### src/rtl/ysyx_22040088_ifu_pkg.sv
// Shared types and constants for the ysyx_22040088 instruction fetch unit.
package ysyx_22040088_ifu_pkg;
  localparam int XLEN   = 64;
  localparam int INST_W = 32;

  localparam logic [XLEN-1:0]   RESET_PC = 64'h0000_0000_8000_0000;
  localparam logic [INST_W-1:0] NOP_INST = 32'h0000_0013;

  typedef enum logic [1:0] {
    ST_REQ  = 2'd0,
    ST_WAIT = 2'd1,
    ST_HOLD = 2'd2
  } state_e;
endpackage

### src/rtl/ysyx_22040088_ifu_if.sv
// Fetch-unit bus: redirect input, instruction-memory channel and decode hand-off.
interface ysyx_22040088_ifu_if;
  import ysyx_22040088_ifu_pkg::*;

  logic              redirect_valid;
  logic [XLEN-1:0]   redirect_pc;
  logic              imem_req_valid;
  logic              imem_req_ready;
  logic [XLEN-1:0]   imem_req_addr;
  logic              imem_rsp_valid;
  logic [INST_W-1:0] imem_rsp_data;
  logic              imem_rsp_err;
  logic              inst_valid;
  logic              inst_ready;
  logic [INST_W-1:0] inst;
  logic [XLEN-1:0]   inst_pc;
  logic              inst_fault;
  logic [XLEN-1:0]   perf_fetch_cnt;

  modport master (
    input  redirect_valid, redirect_pc, imem_req_ready, imem_rsp_valid,
           imem_rsp_data, imem_rsp_err, inst_ready,
    output imem_req_valid, imem_req_addr, inst_valid, inst, inst_pc,
           inst_fault, perf_fetch_cnt
  );

  modport slave (
    output redirect_valid, redirect_pc, imem_req_ready, imem_rsp_valid,
           imem_rsp_data, imem_rsp_err, inst_ready,
    input  imem_req_valid, imem_req_addr, inst_valid, inst, inst_pc,
           inst_fault, perf_fetch_cnt
  );
endinterface

### src/rtl/ysyx_22040088_ifu.sv
// Instruction fetch unit: owns the PC, keeps at most one imem read in flight and
// hands each fetched word to decode through a holding register.
module ysyx_22040088_ifu
  import ysyx_22040088_ifu_pkg::*;
#(
  parameter logic [XLEN-1:0]   RESET_PC = ysyx_22040088_ifu_pkg::RESET_PC,
  parameter logic [INST_W-1:0] NOP_INST = ysyx_22040088_ifu_pkg::NOP_INST
) (
  input  logic                clk,
  input  logic                rst,
  ysyx_22040088_ifu_if.master io_bus
);
  state_e              r_state, w_state_next;
  logic [XLEN-1:0]     r_pc, w_pc_next;
  logic [XLEN-1:0]     r_inst_pc, w_inst_pc_next;
  logic [XLEN-1:0]     r_perf, w_perf_next;
  logic [INST_W-1:0]   r_inst, w_inst_next;
  logic                r_inst_fault, w_inst_fault_next;
  logic                r_drop, w_drop_next;
  logic                w_req_fire;
  logic                w_misaligned;
  logic                w_pending;

  assign w_req_fire   = (r_state == ST_REQ) && io_bus.imem_req_ready;
  assign w_misaligned = (io_bus.redirect_pc[1:0] != 2'b00);

  always_comb begin
    w_state_next      = r_state;
    w_pc_next         = r_pc;
    w_inst_pc_next    = r_inst_pc;
    w_perf_next       = r_perf;
    w_inst_next       = r_inst;
    w_inst_fault_next = r_inst_fault;
    w_drop_next       = r_drop;
    // w_pending: a memory response is still owed to us after this edge
    w_pending         = 1'b0;
    case (r_state)
      ST_REQ: begin
        w_pending = w_req_fire;
        if (w_req_fire) w_state_next = ST_WAIT;
      end
      ST_WAIT: begin
        w_pending = !io_bus.imem_rsp_valid;
        if (io_bus.imem_rsp_valid) begin
          if (r_drop) begin
            w_drop_next  = 1'b0;
            w_state_next = ST_REQ;
          end else begin
            w_inst_next       = io_bus.imem_rsp_err ? NOP_INST : io_bus.imem_rsp_data;
            w_inst_fault_next = io_bus.imem_rsp_err;
            w_inst_pc_next    = r_pc;
            w_state_next      = ST_HOLD;
          end
        end
      end
      ST_HOLD: begin
        // A squashed response may land while decode is stalled; absorb it here too.
        w_pending = r_drop && !io_bus.imem_rsp_valid;
        if (r_drop && io_bus.imem_rsp_valid) w_drop_next = 1'b0;
        if (io_bus.inst_ready) begin
          w_pc_next    = r_pc + 64'd4;
          w_perf_next  = r_perf + 64'd1;
          w_state_next = w_pending ? ST_WAIT : ST_REQ;
        end
      end
      default: w_state_next = ST_REQ;
    endcase

    if (io_bus.redirect_valid) begin
      w_pc_next   = io_bus.redirect_pc;
      w_perf_next = r_perf;
      w_drop_next = w_pending;
      if (w_misaligned) begin
        w_inst_next       = NOP_INST;
        w_inst_fault_next = 1'b1;
        w_inst_pc_next    = io_bus.redirect_pc;
        w_state_next      = ST_HOLD;
      end else begin
        w_state_next = w_pending ? ST_WAIT : ST_REQ;
      end
    end
  end

  always_ff @(posedge clk) begin
    if (rst) begin
      r_state      <= ST_REQ;
      r_pc         <= RESET_PC;
      r_drop       <= 1'b0;
      r_inst       <= '0;
      r_inst_pc    <= '0;
      r_inst_fault <= 1'b0;
      r_perf       <= '0;
    end else begin
      r_state      <= w_state_next;
      r_pc         <= w_pc_next;
      r_drop       <= w_drop_next;
      r_inst       <= w_inst_next;
      r_inst_pc    <= w_inst_pc_next;
      r_inst_fault <= w_inst_fault_next;
      r_perf       <= w_perf_next;
    end
  end

  assign io_bus.imem_req_valid = !rst && (r_state == ST_REQ);
  assign io_bus.imem_req_addr  = rst ? '0 : r_pc;
  assign io_bus.inst_valid     = !rst && (r_state == ST_HOLD);
  assign io_bus.inst           = rst ? '0 : r_inst;
  assign io_bus.inst_pc        = rst ? '0 : r_inst_pc;
  assign io_bus.inst_fault     = !rst && r_inst_fault;
  assign io_bus.perf_fetch_cnt = rst ? '0 : r_perf;
endmodule

### src/flat_wrapper.sv
// flat-port wrapper written by rule: the top's interface ports become plain ports
module ysyx_22040088_ifu_flat import ysyx_22040088_ifu_pkg::*;
#(
  parameter logic [XLEN-1:0]   RESET_PC = ysyx_22040088_ifu_pkg::RESET_PC,
  parameter logic [INST_W-1:0] NOP_INST = ysyx_22040088_ifu_pkg::NOP_INST
)
  (clk, rst, io_bus_redirect_valid, io_bus_redirect_pc, io_bus_imem_req_ready, io_bus_imem_rsp_valid, io_bus_imem_rsp_data, io_bus_imem_rsp_err, io_bus_inst_ready, io_bus_imem_req_valid, io_bus_imem_req_addr, io_bus_inst_valid, io_bus_inst, io_bus_inst_pc, io_bus_inst_fault, io_bus_perf_fetch_cnt);
  ysyx_22040088_ifu_if io_bus_i ();
  input  logic clk;
  input  logic rst;
  input wire logic [$bits(io_bus_i.redirect_valid)-1:0] io_bus_redirect_valid;
  input wire logic [$bits(io_bus_i.redirect_pc)-1:0] io_bus_redirect_pc;
  input wire logic [$bits(io_bus_i.imem_req_ready)-1:0] io_bus_imem_req_ready;
  input wire logic [$bits(io_bus_i.imem_rsp_valid)-1:0] io_bus_imem_rsp_valid;
  input wire logic [$bits(io_bus_i.imem_rsp_data)-1:0] io_bus_imem_rsp_data;
  input wire logic [$bits(io_bus_i.imem_rsp_err)-1:0] io_bus_imem_rsp_err;
  input wire logic [$bits(io_bus_i.inst_ready)-1:0] io_bus_inst_ready;
  output wire logic [$bits(io_bus_i.imem_req_valid)-1:0] io_bus_imem_req_valid;
  output wire logic [$bits(io_bus_i.imem_req_addr)-1:0] io_bus_imem_req_addr;
  output wire logic [$bits(io_bus_i.inst_valid)-1:0] io_bus_inst_valid;
  output wire logic [$bits(io_bus_i.inst)-1:0] io_bus_inst;
  output wire logic [$bits(io_bus_i.inst_pc)-1:0] io_bus_inst_pc;
  output wire logic [$bits(io_bus_i.inst_fault)-1:0] io_bus_inst_fault;
  output wire logic [$bits(io_bus_i.perf_fetch_cnt)-1:0] io_bus_perf_fetch_cnt;
  assign io_bus_i.redirect_valid = io_bus_redirect_valid;
  assign io_bus_i.redirect_pc = io_bus_redirect_pc;
  assign io_bus_i.imem_req_ready = io_bus_imem_req_ready;
  assign io_bus_i.imem_rsp_valid = io_bus_imem_rsp_valid;
  assign io_bus_i.imem_rsp_data = io_bus_imem_rsp_data;
  assign io_bus_i.imem_rsp_err = io_bus_imem_rsp_err;
  assign io_bus_i.inst_ready = io_bus_inst_ready;
  assign io_bus_imem_req_valid = io_bus_i.imem_req_valid;
  assign io_bus_imem_req_addr = io_bus_i.imem_req_addr;
  assign io_bus_inst_valid = io_bus_i.inst_valid;
  assign io_bus_inst = io_bus_i.inst;
  assign io_bus_inst_pc = io_bus_i.inst_pc;
  assign io_bus_inst_fault = io_bus_i.inst_fault;
  assign io_bus_perf_fetch_cnt = io_bus_i.perf_fetch_cnt;
  ysyx_22040088_ifu #(.RESET_PC(RESET_PC), .NOP_INST(NOP_INST)) u_core (.clk(clk), .rst(rst), .io_bus(io_bus_i));
endmodule
### config.mk
export PLATFORM = sky130hd
export DESIGN_NAME = ysyx_22040088_ifu_flat
export DESIGN_NICKNAME = d
export VERILOG_FILES = /design/src/rtl/ysyx_22040088_ifu_pkg.sv /design/src/rtl/ysyx_22040088_ifu_if.sv /design/src/rtl/ysyx_22040088_ifu.sv /design/src/flat_wrapper.sv
export SDC_FILE = /design/constraint.sdc
export NUM_CORES = 1
export LEC_CHECK = 0
export CORE_ASPECT_RATIO = 1.2
export CORE_UTILIZATION = 45
export CTS_CLUSTER_DIAMETER = 60
export CTS_CLUSTER_SIZE = 40
export DETAILED_ROUTE_END_ITERATION = 7
export HOLD_SLACK_MARGIN = 0.05
export PLACE_DENSITY = 0.75
export SLEW_MARGIN = 20
export SYNTH_ARGS = -nofsm -noshare
export SYNTH_HDL_FRONTEND = slang
export SYNTH_SLANG_ARGS = --single-unit
### constraint.sdc
create_clock -name clk -period 2.75 [get_ports clk]
set_input_delay 0.275 -clock clk [delete_from_list [all_inputs] [get_ports clk]]
set_output_delay 0.275 -clock clk [all_outputs]
set_load 0.02 [all_outputs]
==> results.cfg <==
[timing]
tns_ps = 0
relSlewSlack_pct = 48.1
min_period_ps = 2440
hold_violations = 0
fin_crit_sh_pct = 88.6
finalClockSkew_ps = 23.6
report.final.setup_viol = 0
rsz0062_at_grt = false
timing.fmax_mhz = 410
slew_violations = 0
tightest_slew_ps = 772

[floorplanning]
initial_core_util_pct = 45.8
num_rows = 67
die_y_um = 187
die_width_um = 156
coreArea_um2 = 27900
fp.dieArea_um2 = 29100
io-pin-count = 330

[layout]
areaGrowthSynthToFinish_pct = 36.2
drive_gt1_share_pct = 6.67
multi_input_area_um2 = 7580
n_fill_cell = 2476
final_nets = 2057
seqCellArea_um2 = 4560

[place]
port_buffers = 329
place_congestion = 0.904
dp.final_hpwl_um = 30000

[route]
via_count = 13400
postRouteAntennaNets = 0
viasPerCell = 5.70
drt_iter0_markers = 949
drc_errors = 0
dr.pass1.iters = 5
routed_wl_um = 41500
avgRoutedWirePerCell_um = 17.7

[synthesis]
yosys-top-cells-area = dfxtp_1 36%, nor2b_1 11%, nand2_1 6.5%
synth_top_area_cell = dfxtp_1
synth_cells = 1674
synth_fp_nets = 1779
synth.most_common_cell = dfxtp_1
synth_seq_area_share_pct = 35.7
syn_area_um2 = 12800
synth.avg_cell_area_um2 = 7.64
yosys-top-cells-count = 228 x dfxtp_1, 223 x nand2_1, 221 x nor2b_1
yosysWarnings = 0
async_reset_ff_share_pct = 0
synth_cell_types = 58
synth_top_cell_area_share_pct = 35.7
synthFlopType = dfxtp_1
ys_ff_latch = 228
synth_edf_count = 0

[pwr]
seqPwrFrac_pct = 44.8
p_leak_nw = 5.90
p_comb_share_pct = 16.2
p_switching_mw = 2.31
swShare_pct = 28.8
power_density_nw_per_um2 = 461
ir_worst_vdd_mv = 0.340
pwr-share-clk_pct = 39.0
power_mw = 8.02
intPower_mw = 5.71

[worst_setup_path]
crit_chain = nand4_1, buf_4, or4_1, buf_4, nor3_1, buf_4, nand4_1, a2111oi_0
criticalPathCategory = reg -> reg
cp-start-kind = flop
crit_arrival_ps = 2830
crit_path_max_incr_delay_ps = 540
cp_common_cell = buf_4
cp-end-kind = flop
crit_slowest_cell = or4_1
path_max_fanout = 9
cp.required_ps = 3150

[global_routing]
grt_max_degree = 101
grt_first_pass_wirelength_um = 66100
grt_pass1_vias = 12700
overflow = 0
gr-usage-all-layers_pct = 27.7
grt_antenna_before_repair = 3

[cts]
cts_hold_buf = 0
cts_buffers = 21
clockBufferDepth = 3
clk_latency_ps = 520
root_buffer = clkbuf_16
htreeDepth = 1
clk_pin_slew_ps = 80
cts_tree = done
clock_sinks = 228

[worst_hold_path]
hp-class = in -> reg

[outcome]
run_status = finished clean

[run]
cap_violations = 0
[per-layer routing]
metal / share of wire, % / vias up / global-route usage (%)
met4: 3.1 / 2 / 9.35
met1: 41 / 6306 / 34.5
met5: 0.027 / - / 0
met2: 49 / 500 / 47.6
met3: 7.2 / 88 / 5.02
li1: - / 6483 / -
[layout by cell type, fill, tap and decap left out, types with 6 or more instances in the layout]
cell	netlist	routed
a2111oi_0	12	12
a211oi_1	28	28
a21oi_1	79	79
a311oi_1	72	72
and3_1	31	30
and4_1	30	30
buf_12	0	11
buf_4	1	62
clkbuf_16	0	21
clkdlybuf4s50_1	0	327
dfxtp_1	228	228
inv_1	24	23
mux2_2	6	6
mux2i_1	6	6
nand2_1	223	223
nand2b_1	6	6
nand3_1	63	62
nand3b_1	30	30
nand4_1	47	47
nor2_1	174	174
nor2b_1	221	221
nor3_1	26	26
nor4_1	24	24
o21ai_0	15	14
o31ai_1	22	22
or3_1	17	17
or4_1	29	29
xnor2_1	46	46
xor2_1	17	17
[worst paths after layout]
kind                               from                end  slack, ps  cells past startpoint
setup reg to reg        u_core.r_pc[13]    u_core.r_pc[44]        310                      8
setup / recovery        u_core.r_pc[13]    u_core.r_pc[44]        310                      8
hold reg to reg       u_core.r_inst[10]  u_core.r_inst[10]        450                      2
hold / removal    io_bus_redirect_valid    u_core.r_pc[48]        230                      4
[flip-flops by register name, summed over array words and instances, names as in the netlist]
name	cells
u_core.r_inst_fault	1
u_core.r_inst	32
u_core.r_drop	1
u_core.r_inst_pc	64
u_core.r_state	2
u_core.r_perf	64
u_core.r_pc	64
[area by class of cell]
type / count / area share [%]
Timing Repair Buffer: 402 / 22.8
Inverter: 24 / 0.517
Multi-Input combinational cell: 1275 / 43.5
Antenna cell: 2 / 0.0287
Sequential cell: 228 / 26.2
Clock inverter: 10 / 0.826
Tap cell: 379 / 2.72
Clock buffer: 26 / 3.30
[repair_timing]
action | 4_1_cts | 5_1_grt
buffers inserted | 0 | 1
endpoints found under the hold margin | 0 | 0
setup endpoints to repair | 0 | 1
resized for setup | 0 | 0
[critical path: cells and delay by family, from the launching register on]
family          cells  cell delay [ps]
compound gates      1              360
buf+inv             3              560
flops               1              440
simple gates        4              950
[metrics by stage]
| stage | cells | hold WS (ps) | utilization (%) | area, um^2 | setup slack, ps |
|---|---|---|---|---|---|
| final | 2346 | 230 | 62.4 | 17400 | 314 |
| after global routing | 2344 | 260 | 62.4 | 17400 | 54.5 |
| after CTS | 2343 | 226 | 62.3 | 17400 | 235 |
| after detailed placement | 2307 | 439 | 59.8 | 16700 | 68.0 |
| after global placement | 2307 | 435 | 59.8 | 16700 | 144 |
| after floorplan | 1674 | 393 | - | 12800 | 421 |
[logic make-up (layout without fill, tap and decap cells)]
kind of cell | after synthesis | count (layout) | share of synthesized area [%]
other cells | 0 | 2 | 0
flops | 228 | 228 | 35.7
fa+ha+maj | 2 | 2 | 0.196
simple gates | 943 | 943 | 39.4
xor+xnor | 63 | 63 | 4.32
compound gates | 255 | 255 | 14.2
mux | 12 | 12 | 0.998
buf+inv | 171 | 462 | 5.19
[power by group through the flow]
stage | Clock [mW] | Sequential (mW) | Combinational [mW]
final | 3.13 | 3.60 | 1.30
after floorplan | 0 | 3.62 | 0.728
after detailed placement | 0 | 3.67 | 1.29
after global placement | 0 | 3.66 | 1.28
after CTS | 3.18 | 3.59 | 1.30
after global routing | 3.31 | 3.62 | 1.40
(Power assumes the default switching activity.)
